--- config.mk ---
export PLATFORM = sky130hd
export DESIGN_NAME = lzx_prio_irq_ctrl
export DESIGN_NICKNAME = d
export VERILOG_FILES = /design/src/rtl/lzx_prio_irq_ctrl.sv
export SDC_FILE = /design/constraint.sdc
export NUM_CORES = 1
export LEC_CHECK = 0
export ABC_AREA = 1
export CORE_MARGIN = 2
export CORE_UTILIZATION = 41
export DETAILED_ROUTE_END_ITERATION = 7
export GPL_TIMING_DRIVEN = 0
export PLACE_DENSITY = 0.66
export SLEW_MARGIN = 20
export SYNTH_ARGS = -nofsm -noshare
export SYNTH_HDL_FRONTEND = slang
export SYNTH_SLANG_ARGS = --single-unit
--- constraint.sdc ---
create_clock -name clk -period 2.17 [get_ports clk]
set_input_delay 0.651 -clock clk [delete_from_list [all_inputs] [get_ports clk]]
set_output_delay 0.651 -clock clk [all_outputs]
set_load 0.02 [all_outputs]
--- src/rtl/lzx_prio_irq_ctrl.sv ---
// Eight-input priority interrupt controller. Falling edges on the request lines
// are latched as pending, and the highest unmasked pending request is granted.
module lzx_prio_irq_ctrl #(
   parameter int ACK_TIMEOUT = 15
) (
   input  logic       clk,
   input  logic       rst,
   input  logic [7:0] req_n,
   input  logic       en_n,
   input  logic       mask_we,
   input  logic [7:0] mask_din,
   input  logic       ack,
   output logic       irq,
   output logic [2:0] vec,
   output logic [2:0] vec_n,
   output logic [7:0] pend,
   output logic       timeout,
   output logic       EO_n
);

   localparam int CW = $clog2(ACK_TIMEOUT + 1);

   localparam logic [1:0] IDLE    = 2'd0;
   localparam logic [1:0] GRANT   = 2'd1;
   localparam logic [1:0] RECOVER = 2'd2;

   logic [1:0]    state_reg, state_next;
   logic [7:0]    req_d_reg;
   logic [7:0]    pend_reg, pend_next;
   logic [7:0]    mask_reg, mask_next;
   logic [2:0]    vec_reg, vec_next;
   logic [CW-1:0] cnt_reg, cnt_next;

   logic [7:0]    capture;
   logic [7:0]    eligible;
   logic [2:0]    hi_idx;
   logic          hi_valid;
   logic          expire;

   // A capture is a high-to-low transition seen while the controller is enabled.
   genvar gi;
   generate
      for (gi = 0; gi < 8; gi++) begin : g_capture
         assign capture[gi] = req_d_reg[gi] & ~req_n[gi] & ~en_n;
      end
   endgenerate

   assign eligible = pend_reg & ~mask_reg;
   assign hi_valid = |eligible;

   // Ascending scan so the highest set index is the one left standing.
   always_comb begin
      hi_idx = 3'd0;
      for (int i = 0; i < 8; i++) begin
         if (eligible[i]) begin
            hi_idx = i[2:0];
         end
      end
   end

   assign expire = (state_reg == GRANT) && !ack && (cnt_reg == CW'(ACK_TIMEOUT - 1));

   always_comb begin
      state_next = state_reg;
      vec_next   = vec_reg;
      cnt_next   = cnt_reg;
      pend_next  = pend_reg | capture;
      mask_next  = mask_we ? mask_din : mask_reg;
      case (state_reg)
         IDLE: begin
            if (!en_n && hi_valid) begin
               state_next = GRANT;
               vec_next   = hi_idx;
               cnt_next   = '0;
            end
         end
         GRANT: begin
            if (ack) begin
               state_next = RECOVER;
               // A fresh edge on the granted line in the same cycle keeps it pending.
               pend_next[vec_reg] = capture[vec_reg];
            end else if (expire) begin
               state_next = RECOVER;
            end else begin
               cnt_next = cnt_reg + 1'b1;
            end
         end
         RECOVER: begin
            state_next = IDLE;
         end
         default: begin
            state_next = IDLE;
         end
      endcase
   end

   always_ff @(posedge clk or posedge rst) begin
      if (rst) begin
         state_reg <= IDLE;
         req_d_reg <= 8'hFF;
         pend_reg  <= 8'h00;
         mask_reg  <= 8'h00;
         vec_reg   <= 3'd0;
         cnt_reg   <= '0;
      end else begin
         state_reg <= state_next;
         req_d_reg <= req_n;
         pend_reg  <= pend_next;
         mask_reg  <= mask_next;
         vec_reg   <= vec_next;
         cnt_reg   <= cnt_next;
      end
   end

   // Outputs decode straight from state so reset drops irq without waiting for a clock.
   assign irq     = (state_reg == GRANT);
   assign vec     = irq ? vec_reg : 3'd0;
   assign vec_n   = ~vec;
   assign pend    = pend_reg;
   assign timeout = expire;
   assign EO_n    = ~(!en_n && (state_reg == IDLE) && !hi_valid);

endmodule

==> results.sh, run 1 <==
export IMPL_final_setup_worst_slack_ns=0.108
export IMPL_crit_fanout=8
export IMPL_cpPeakStageDelay_ns=0.38
export IMPL_leakagePower_nw=1.07
export IMPL_die_area_um2=4810
export IMPL_grt_max_degree=34
export IMPL_syn_area_um2=1750
export IMPL_tightest_slew_ns=0.686
export IMPL_cts_root_buf="clkbuf_8"
export IMPL_rows=23
export IMPL_total_power_mw=2.57
export IMPL_cts_buffers=5
export IMPL_hold_path_class="flip-flop to flip-flop"
export IMPL_path_class="flip-flop to output port"
export IMPL_drtPass1Iterations=6
export IMPL_crit_arrival_ns=1.41
export IMPL_synth_ff_type="dfrtp_1"
export IMPL_port_buffers=35
export IMPL_finalCriticalPeriod_ns=2.06
export IMPL_cts_tree="done"
export IMPL_design_area_um2=2240
export IMPL_finalSetupTns_ns=0
export IMPL_drtIter0Drc=71
export IMPL_via_count=1506
export IMPL_finalHoldViolCount=0
export IMPL_ioPinCount=38
export IMPL_outcome="finished, final reports clean"
export IMPL_antenna_found_initial=0
export IMPL_vdd_drop_max_uv=573
export IMPL_synth_edff_count=0
export IMPL_post_cts_setup_buffers=0
export IMPL_rsz0062_at_grt="false"
export IMPL_timing_fmax_ghz=0.485
export IMPL_nets=288
export IMPL_drtAntennaViolNets=0
export IMPL_area_growth_synth_to_final_pct=27.8
export IMPL_cp_end_kind="output port"
export IMPL_ctsHtreeMaxLevel=2
export IMPL_grt_pass1_vias=1451
export IMPL_path_cells="inv_1 > nand2_4 > nor2_1 > inv_1 > dlygate4sd2_1"
export IMPL_cp_required_ns=1.52
export IMPL_power_density_nw_per_um2=1150
export IMPL_netlist_instances=223
export IMPL_yosysWarnings=0
export IMPL_netlist_top_cell_by_area="dfrtp_1"
export IMPL_grt_overflow=0
export IMPL_die_h_um=69.3
export IMPL_ys_types=27
export IMPL_via_per_inst=4.77
export IMPL_gp_congestion=0.799
export IMPL_cpMostUsedCell="inv_1"
export IMPL_maxCapViolations=0
export IMPL_wl_mm=3.88
export IMPL_cts_hold_buf=0
export IMPL_drv_slew=0
export IMPL_antenna_cells=0
export IMPL_routedWlPerCell_um=12.3
export IMPL_place_area_um2=2160
export IMPL_syn_area_per_cell_um2=7.85
export IMPL_setup_viol=0
export IMPL_grt_use_total=0.173
export IMPL_ys_seq_area_frac=0.477
export IMPL_die_w_um=69.3
export IMPL_slew_headroom=0.542
export IMPL_hpwl_mm=2.78
export IMPL_synth_async_reset_ratio=1.00
export IMPL_fin_crit_sh=0.950
export IMPL_clock_sinks=33
export IMPL_post_place_ws_ns=-0.109
export IMPL_grt_pass1_wl_mm=6.69
export IMPL_drive_above_1_share=0.184
export IMPL_synth_top_cell_area_share=0.357
export IMPL_start_kind="flip-flop"
export IMPL_core_um2=4060
export IMPL_slowest_stage="dfrtp_1"
export IMPL_start_util=0.431
export IMPL_synth_area_leaders="dfrtp_1 36%, nand2_1 13%, dfstp_2 12%"
export IMPL_ys_ff_latch=33
export IMPL_drcViolationCount=0
export IMPL_synth_nets=246
export IMPL_worstSkewPairLatency_ns=0.29
export IMPL_clk_pin_slew_ns=0.07
export IMPL_cts_path_max_buffers=2
export IMPL_skew_ns=0.00656
## Yosys cell counts (4+ instances only)
| cell | number |
|---|---|
| nor2_2 | 6 |
| dfstp_2 | 8 |
| nand2_2 | 8 |
| nor2_1 | 20 |
| nand3_1 | 15 |
| nand2_1 | 59 |
| inv_1 | 26 |
| a21oi_1 | 8 |
| dfrtp_1 | 25 |
| or2_2 | 4 |
| o21ai_0 | 15 |
| o21ai_1 | 6 |
## cells in the final DEF (no fill, tap or decap), types with 2 or more instances in the layout
master	synthesis	layout
buf_2	1	2
nor2_1	20	19
inv_2	2	3
clkbuf_1	1	3
inv_1	26	25
nand3_1	15	15
o21ai_0	15	15
nand3_2	2	2
or2_2	4	4
clkdlybuf4s50_1	0	26
nor3_1	2	2
xor2_1	2	2
o21ai_1	6	6
dlygate4sd2_1	0	7
clkbuf_8	0	6
dfstp_2	8	8
nor2_4	3	3
nand2_2	8	8
ha_1	2	2
nor2_2	6	7
nand2_1	59	59
dfrtp_1	25	25
buf_6	2	2
a21oi_1	8	8
## where the power goes
group / total [mW] / switching, mW / internal [mW]
combinational: 1.15 / 0.684 / 0.462
sequential: 0.946 / 0.171 / 0.775
clock: 0.479 / 0.220 / 0.259
## path summary, 6_finish.rpt
| path | from | to | slack [ns] | depth (start not counted) |
|---|---|---|---|---|
| max | state_reg[1]$_DFFE_PP0P_ | vec_n[2] | 0.11 | 5 |
| min | mask_reg[3]$_DFFE_PP0P_ | mask_reg[3]$_DFFE_PP0P_ | 0.53 | 2 |
| max reg2reg | cnt_reg[0]$_DFFE_PP0P_ | cnt_reg[2]$_DFFE_PP0P_ | 0.82 | 7 |
| min reg2reg | mask_reg[3]$_DFFE_PP0P_ | mask_reg[3]$_DFFE_PP0P_ | 0.53 | 2 |
| max in group asynchronous | rst | state_reg[1]$_DFFE_PP0P_ | 0.93 | 2 |
| min in group asynchronous | rst | mask_reg[6]$_DFFE_PP0P_ | 0.79 | 2 |
## what timing repair did
item                                   4_1_cts  5_1_grt
setup endpoints to repair                    9        2
gates cloned                                 0        0
endpoints found under the hold margin        0        0
gates resized for setup                     13        3
## layout make-up
| class | count | area (um2) |
|---|---|---|
| Fill cell | 387 | 1820 |
| Sequential cell | 33 | 836 |
| Multi-Input combinational cell | 156 | 771 |
| Timing Repair Buffer | 35 | 332 |
| Inverter | 30 | 115 |
| Clock buffer | 8 | 90.1 |
| Tap cell | 50 | 62.6 |
| Buffer | 4 | 31.3 |
## layer usage
| metal | track usage | wire length, um |
|---|---|---|
| met1 | 0.240 | 1870 |
| met3 | 0.0480 | 226 |
| met2 | 0.266 | 1740 |
| met5 | 0 | 0 |
| met4 | 0.0458 | 44 |
## critical path: cells and delay by family (launching register included)
family	cells	cell delay, ns
buf+inv	3	0.47
flops	1	0.38
simple gates	2	0.28
## cells by family after synthesis
| group | after synthesis | synth area share |
|---|---|---|
| AOI/OAI and AO/OA | 31 | 0.0915 |
| xor gates and xnor gates | 2 | 0.0100 |
| adders and majority gates | 2 | 0.0143 |
| buffers and inverters | 34 | 0.0836 |
| DFF | 33 | 0.477 |
| and+or+nand+nor | 121 | 0.323 |
## stage by stage
stage          utilization  std cells  hold slack, ns
2_1_floorplan            -        223           0.491
3_3_place_gp         0.533        308           0.513
3_5_place_dp         0.533        308           0.522
4_1_cts              0.554        316           0.533
5_1_grt              0.551        316           0.549
6_report             0.551        316           0.531
Note: power is estimated with default switching activity, not from simulation.
==> run 2: changes to the inputs <==
--- a/config.mk
+++ b/config.mk
@@ -6,11 +6,14 @@
 export NUM_CORES = 1
 export LEC_CHECK = 0
 export ABC_AREA = 1
+export CELL_PAD_IN_SITES_DETAIL_PLACEMENT = 1
+export CELL_PAD_IN_SITES_GLOBAL_PLACEMENT = 1
 export CORE_MARGIN = 2
-export CORE_UTILIZATION = 41
+export CORE_UTILIZATION = 36
 export DETAILED_ROUTE_END_ITERATION = 7
 export GPL_TIMING_DRIVEN = 0
-export PLACE_DENSITY = 0.66
+export PLACE_DENSITY = 0.77
+export SETUP_SLACK_MARGIN = 0.02
 export SLEW_MARGIN = 20
 export SYNTH_ARGS = -nofsm -noshare
 export SYNTH_HDL_FRONTEND = slang
==> constraint.sdc (replaced) <==
create_clock -name clk -period 2.3 [get_ports clk]
set_input_delay 0.69 -clock clk [delete_from_list [all_inputs] [get_ports clk]]
set_output_delay 0.69 -clock clk [all_outputs]
set_load 0.02 [all_outputs]
==> run 2 against run 1 <==
Effect of this change: worst hold slack got worse by 0.0048 ns; cell area is 1.7% higher; register-to-register slack improved by 0.13 ns; clock skew rose by 0.0038 ns; combinational power shrank 4%; power grew 0.45%; non-clock buffer count is the same; first-iteration DRC count fell by 32%; critical path type unchanged; clock-buffer cell count decreased by 1; global-route usage is 1.6 points higher; largest cell class unchanged.
==> results.sh, run 2 (synthesis gave the netlist of run 1 again) <==
export IMPL_nets=288
export IMPL_combPwrFrac=0.427
export IMPL_cp_required_ns=1.61
export IMPL_power_density_nw_per_um2=1130
export IMPL_via_per_inst=4.70
export IMPL_critPathTopFamily="flip-flops"
export IMPL_skew_ns=0.0103
export IMPL_slew_headroom=0.528
export IMPL_area_growth_synth_to_final_pct=30.0
export IMPL_core_um2=4690
export IMPL_leakagePower_nw=1.08
export IMPL_cpPeakStageDelay_ns=0.44
export IMPL_use_met2=0.312
export IMPL_grt_pass1_vias=1561
export IMPL_grt_overflow=0
export IMPL_crit_fanout=5
export IMPL_timing_fmax_ghz=0.476
export IMPL_switchingPower_mw=1.06
export IMPL_finalSetupTns_ns=0
export IMPL_r2r_slack_ns=0.95
export IMPL_cts_root_buf="clkbuf_8"
export IMPL_finalCriticalPeriod_ns=2.10
export IMPL_die_w_um=73.7
export IMPL_reg2reg_from="cnt_reg[0]$_DFFE_PP0P_"
export IMPL_outcome="finished, final reports clean"
export IMPL_antenna_found_initial=0
export IMPL_design_area_um2=2280
export IMPL_antenna_cells=0
export IMPL_grt_pass1_wl_mm=7.55
export IMPL_reg2reg_depth=7
export IMPL_setup_worst_path_end="timeout"
export IMPL_gp_congestion=0.777
export IMPL_drv_slew=0
export IMPL_die_h_um=73.7
export IMPL_vdd_drop_max_uv=473
export IMPL_drcViolationCount=0
export IMPL_use_met3=0.0466
export IMPL_drtIter0Drc=48
export IMPL_start_kind="flip-flop"
export IMPL_crit_buf_inv=2
export IMPL_maxCapViolations=0
export IMPL_total_power_mw=2.58
export IMPL_holdWs_ns=0.526
export IMPL_rows=25
export IMPL_ioPinCount=38
export IMPL_routedWlPerCell_um=14.1
export IMPL_grt_busiest_layer="met2"
export IMPL_wl_mm=4.52
export IMPL_drtPass1Iterations=4
export IMPL_clkPwrFrac=0.223
export IMPL_worstSkewPairLatency_ns=0.30
export IMPL_crit_arrival_ns=1.41
export IMPL_die_area_um2=5440
export IMPL_path_class="flip-flop to output port"
export IMPL_multi_input_area_um2=776
export IMPL_clk_pin_slew_ns=0.08
export IMPL_hold_path_class="flip-flop to flip-flop"
export IMPL_clock_sinks=33
export IMPL_r2r_end="cnt_reg[2]$_DFFE_PP0P_"
export IMPL_setup_viol=0
export IMPL_fin_crit_sh=0.914
export IMPL_fillCellCount=608
export IMPL_cts_tree="done"
export IMPL_seqPwrFrac=0.349
export IMPL_drive_above_1_share=0.199
export IMPL_register_area_um2=838
export IMPL_grt_use_total=0.188
export IMPL_slowest_stage="dfrtp_2"
export IMPL_hpwl_mm=3.33
export IMPL_cts_buffers=5
export IMPL_cts_path_max_buffers=2
export IMPL_mostFrequentLayoutCells="59 x nand2_1, 26 x clkdlybuf4s50_1, 25 x inv_1, 23 x dfrtp_1, 19 x nor2_1"
export IMPL_ctsHtreeMaxLevel=2
export IMPL_p_int_mw=1.52
export IMPL_finalHoldViolCount=0
export IMPL_via_count=1505
export IMPL_grt_met1_usage=0.233
export IMPL_start_util=0.373
export IMPL_layout_commonest_cell="nand2_1"
export IMPL_cp_end_kind="output port"
export IMPL_path_depth=5
export IMPL_tightest_slew_ns=0.707
export IMPL_rsz0062_at_grt="false"
export IMPL_swShare=0.410
export IMPL_drtAntennaViolNets=0
export IMPL_grt_max_degree=34
export IMPL_port_buffers=35
export IMPL_place_area_um2=2170
export IMPL_path_cells="inv_1 > ha_1 > nand3_1 > nor3_2 > buf_2"
export IMPL_startpoint="cnt_reg[0]$_DFFE_PP0P_"
[run 2: changes by cell type in the layout (fill, tap and decap cells not counted)]
cell,delta
bufinv_16,+1
clkbuf_1,-1
dfrtp_1,-2
dfrtp_2,+2
nor3_1,-1
nor3_2,+1
[run 2: worst reg2reg max path, cell delays in order, from the launching register on]
cell,delay [ns]
dfrtp_2,0.41
inv_1,0.05
ha_1,0.18
nand3_1,0.15
nand3_2,0.17
nand2_1,0.17
nand3_1,0.09
nand2_1,0.06
[run 2: cell type report]
cell class                      instances  area share
Clock buffer                            7      0.0379
Inverter                               30      0.0506
Buffer                                  4      0.0137
Timing Repair Buffer                   35       0.146
Clock inverter                          1      0.0132
Sequential cell                        33       0.368
Multi-Input combinational cell        156       0.341
Tap cell                               54      0.0297
[run 2: repair_timing]
item,4_1_cts,5_1_grt
hold buffers,0,0
resized for setup,13,6
setup buffers,0,0
endpoints found under the setup margin,9,2
[run 2: how the worst min path moves through the flow]
stage / start / to / depth (start not counted)
2_1_floorplan: mask_reg[0]$_DFFE_PP0P_ / mask_reg[0]$_DFFE_PP0P_ / 2
6_report: cnt_reg[0]$_DFFE_PP0P_ / cnt_reg[0]$_DFFE_PP0P_ / 1
4_1_cts: mask_reg[3]$_DFFE_PP0P_ / mask_reg[3]$_DFFE_PP0P_ / 2
5_1_grt: mask_reg[4]$_DFFE_PP0P_ / mask_reg[4]$_DFFE_PP0P_ / 2
3_5_place_dp: mask_reg[5]$_DFFE_PP0P_ / mask_reg[5]$_DFFE_PP0P_ / 2
3_3_place_gp: mask_reg[2]$_DFFE_PP0P_ / mask_reg[2]$_DFFE_PP0P_ / 2
[run 2: metal layers]
metal / share of wire / up-vias
met5: 0 / -
met1: 0.46 / 696
met2: 0.49 / 27
met4: 0.018 / 0
met3: 0.038 / 4
li1: - / 778
[run 2: metrics by stage]
stage                     worst slack [ns]   util  instances
after floorplan                      0.255      -        223
after global placement              -0.105  0.462        312
after detailed placement           -0.0901  0.462        312
after CTS                           0.0212  0.485        320
after global routing                 0.111  0.485        320
final                                0.199  0.485        320
[run 2: power groups by stage]
stage	Sequential [mW]	Clock, mW	Combinational [mW]
after floorplan	0.946	0	0.648
after global placement	0.907	0	1.11
after detailed placement	0.910	0	1.14
after CTS	0.905	0.590	1.12
after global routing	0.933	0.608	1.24
final	0.902	0.577	1.10
==> run 3: changes to the inputs <==
--- a/config.mk
+++ b/config.mk
@@ -8,12 +8,12 @@
 export ABC_AREA = 1
 export CELL_PAD_IN_SITES_DETAIL_PLACEMENT = 1
 export CELL_PAD_IN_SITES_GLOBAL_PLACEMENT = 1
+export CORE_ASPECT_RATIO = 1.1
 export CORE_MARGIN = 2
 export CORE_UTILIZATION = 36
 export DETAILED_ROUTE_END_ITERATION = 7
 export GPL_TIMING_DRIVEN = 0
 export PLACE_DENSITY = 0.77
-export SETUP_SLACK_MARGIN = 0.02
 export SLEW_MARGIN = 20
 export SYNTH_ARGS = -nofsm -noshare
 export SYNTH_HDL_FRONTEND = slang
==> run 3 against run 2 <==
Effect of this change: register-to-register slack got worse by 0.07 ns; clock power decreased by 16%; core utilization is 0.23 points higher; via count rose by 3.9%; first-iteration DRC count increased by 10%; critical endpoint is now EO_n; largest power group unchanged.
==> results.sh, run 3 (synthesis gave the netlist of run 1 again) <==
export IMPL_rows=26
export IMPL_setup_viol=0
export IMPL_cts_tree="done"
export IMPL_highest_layer="met4"
export IMPL_r2r_slack_ns=0.88
export IMPL_start_kind="flip-flop"
export IMPL_cts_buffers=5
export IMPL_crit_arrival_ns=1.49
export IMPL_leakagePower_nw=1.09
export IMPL_ioPinCount=38
export IMPL_reg2reg_from="vec_reg[2]$_DFFE_PP0P_"
export IMPL_core_um2=4650
export IMPL_die_w_um=70.5
export IMPL_grt_pass1_vias=1760
export IMPL_reg2reg_depth=9
export IMPL_vdd_drop_max_uv=463
export IMPL_cp_end_kind="output port"
export IMPL_finalCriticalPeriod_ns=2.18
export IMPL_clock_sinks=33
export IMPL_wl_met2_mm=2.29
export IMPL_grt_pass1_wl_mm=7.80
export IMPL_tightest_slew_ns=0.703
export IMPL_cts_path_max_buffers=2
export IMPL_slew_headroom=0.530
export IMPL_fin_crit_sh=0.947
export IMPL_finalHoldViolCount=0
export IMPL_worstSkewPairLatency_ns=0.28
export IMPL_dp_cells=314
export IMPL_cts_root_buf="clkbuf_8"
export IMPL_die_h_um=77.1
export IMPL_via_per_inst=4.85
export IMPL_hold_depth=2
export IMPL_timing_fmax_ghz=0.459
export IMPL_start_util=0.376
export IMPL_gp_congestion=0.768
export IMPL_total_power_mw=2.49
export IMPL_postLayoutCoreUtil=0.487
export IMPL_ctsHtreeMaxLevel=2
export IMPL_met3_length_um=164
export IMPL_area_growth_synth_to_final_pct=29.5
export IMPL_path_class="flip-flop to output port"
export IMPL_layout_commonest_cell="nand2_1"
export IMPL_hold_path_endpoint="mask_reg[2]$_DFFE_PP0P_"
export IMPL_outcome="finished, final reports clean"
export IMPL_grt_use_total=0.181
export IMPL_port_buffers=35
export IMPL_nets=288
export IMPL_drtIter0Drc=53
export IMPL_fin_cells=322
export IMPL_hpwl_mm=3.36
export IMPL_grt_max_degree=34
export IMPL_drtAntennaViolNets=0
export IMPL_drv_slew=0
export IMPL_clk_pin_slew_ns=0.07
export IMPL_power_density_nw_per_um2=1100
export IMPL_antenna_found_initial=0
export IMPL_mostFrequentLayoutCells="59 x nand2_1, 26 x clkdlybuf4s50_1, 25 x inv_1, 25 x dfrtp_1, 19 x nor2_1"
export IMPL_antenna_cells=0
export IMPL_wl_mm=4.40
export IMPL_skew_ns=0.00631
export IMPL_hold_path_class="flip-flop to flip-flop"
export IMPL_wl_met1_mm=1.89
export IMPL_cp_required_ns=1.61
export IMPL_worstHoldStart="mask_reg[2]$_DFFE_PP0P_"
export IMPL_grt_overflow=0
export IMPL_via_count=1563
export IMPL_die_area_um2=5440
export IMPL_drtPass1Iterations=4
export IMPL_crit_fanout=4
export IMPL_r2r_end="pend[6]$_DFF_PP0_"
export IMPL_drcViolationCount=0
export IMPL_routedWlPerCell_um=13.7
export IMPL_maxCapViolations=0
export IMPL_rsz0062_at_grt="false"
export IMPL_drive_above_1_share=0.188
-- run 3: changes by cell type in the layout (fill, tap and decap cells not counted) --
cell,before,now
nor3_1,1,2
dfrtp_1,23,25
dlygate4sd2_1,7,6
clkbuf_1,2,1
dfrtp_2,2,0
clkinv_2,0,1
buf_2,2,1
bufinv_16,1,0
clkbuf_8,6,7
dlymetal6s2s_1,0,2
nor3_2,1,0
-- run 3: worst max path at each step --
stage | start | end | slack, ns | cells after the start
3_5_place_dp | ack | timeout | -0.06 | 3
5_1_grt | pend[2]$_DFF_PP0_ | EO_n | 0.002 | 5
6_report | pend[2]$_DFF_PP0_ | EO_n | 0.12 | 5
4_1_cts | state_reg[1]$_DFFE_PP0P_ | vec_n[1] | 0.009 | 5
3_3_place_gp | ack | timeout | -0.09 | 3
2_1_floorplan | ack | timeout | 0.25 | 2
-- run 3: what timing repair did --
item	in CTS	in global routing
buffers inserted	0	0
gates cloned	0	0
hold buffers	0	0
endpoints found under the setup margin	7	4
gates resized for setup	7	6
-- run 3: where the power goes --
| part | switching (mW) | internal (mW) |
|---|---|---|
| logic | 0.668 | 0.443 |
| clock network | 0.213 | 0.271 |
| registers | 0.167 | 0.731 |
-- run 3: per-layer routing --
layer,global-route usage,up-vias
met5,0,-
li1,-,777
met3,0.0473,6
met4,0.0462,0
met1,0.211,751
met2,0.326,29
-- run 3: layout make-up --
| class | count | area, um2 |
|---|---|---|
| Clock buffer | 7 | 96.3 |
| Timing Repair Buffer | 35 | 343 |
| Multi-Input combinational cell | 156 | 771 |
| Tap cell | 56 | 70.1 |
| Sequential cell | 33 | 836 |
| Fill cell | 600 | 2380 |
| Inverter | 30 | 115 |
| Buffer | 4 | 31.3 |
| Clock inverter | 1 | 5.00 |
-- run 3: through the flow --
step	cell area (um2)	setup WS, ns	hold WS (ns)	setup TNS (ns)
after floorplan	1750	0.255	0.491	0
after global placement	2170	-0.0872	0.516	-0.0922
after detailed placement	2170	-0.0630	0.523	-0.0718
after CTS	2260	0.00946	0.537	0
after global routing	2270	0.00161	0.562	0
final	2270	0.123	0.535	0
-- run 3: worst max-delay path, cell delays in order, from the launching register on --
cell and delay (ns):
dfrtp_1 0.43, nand2_1 0.11, nand2_1 0.08, nor2_2 0.15, nand3_1 0.10, dlygate4sd2_1 0.33
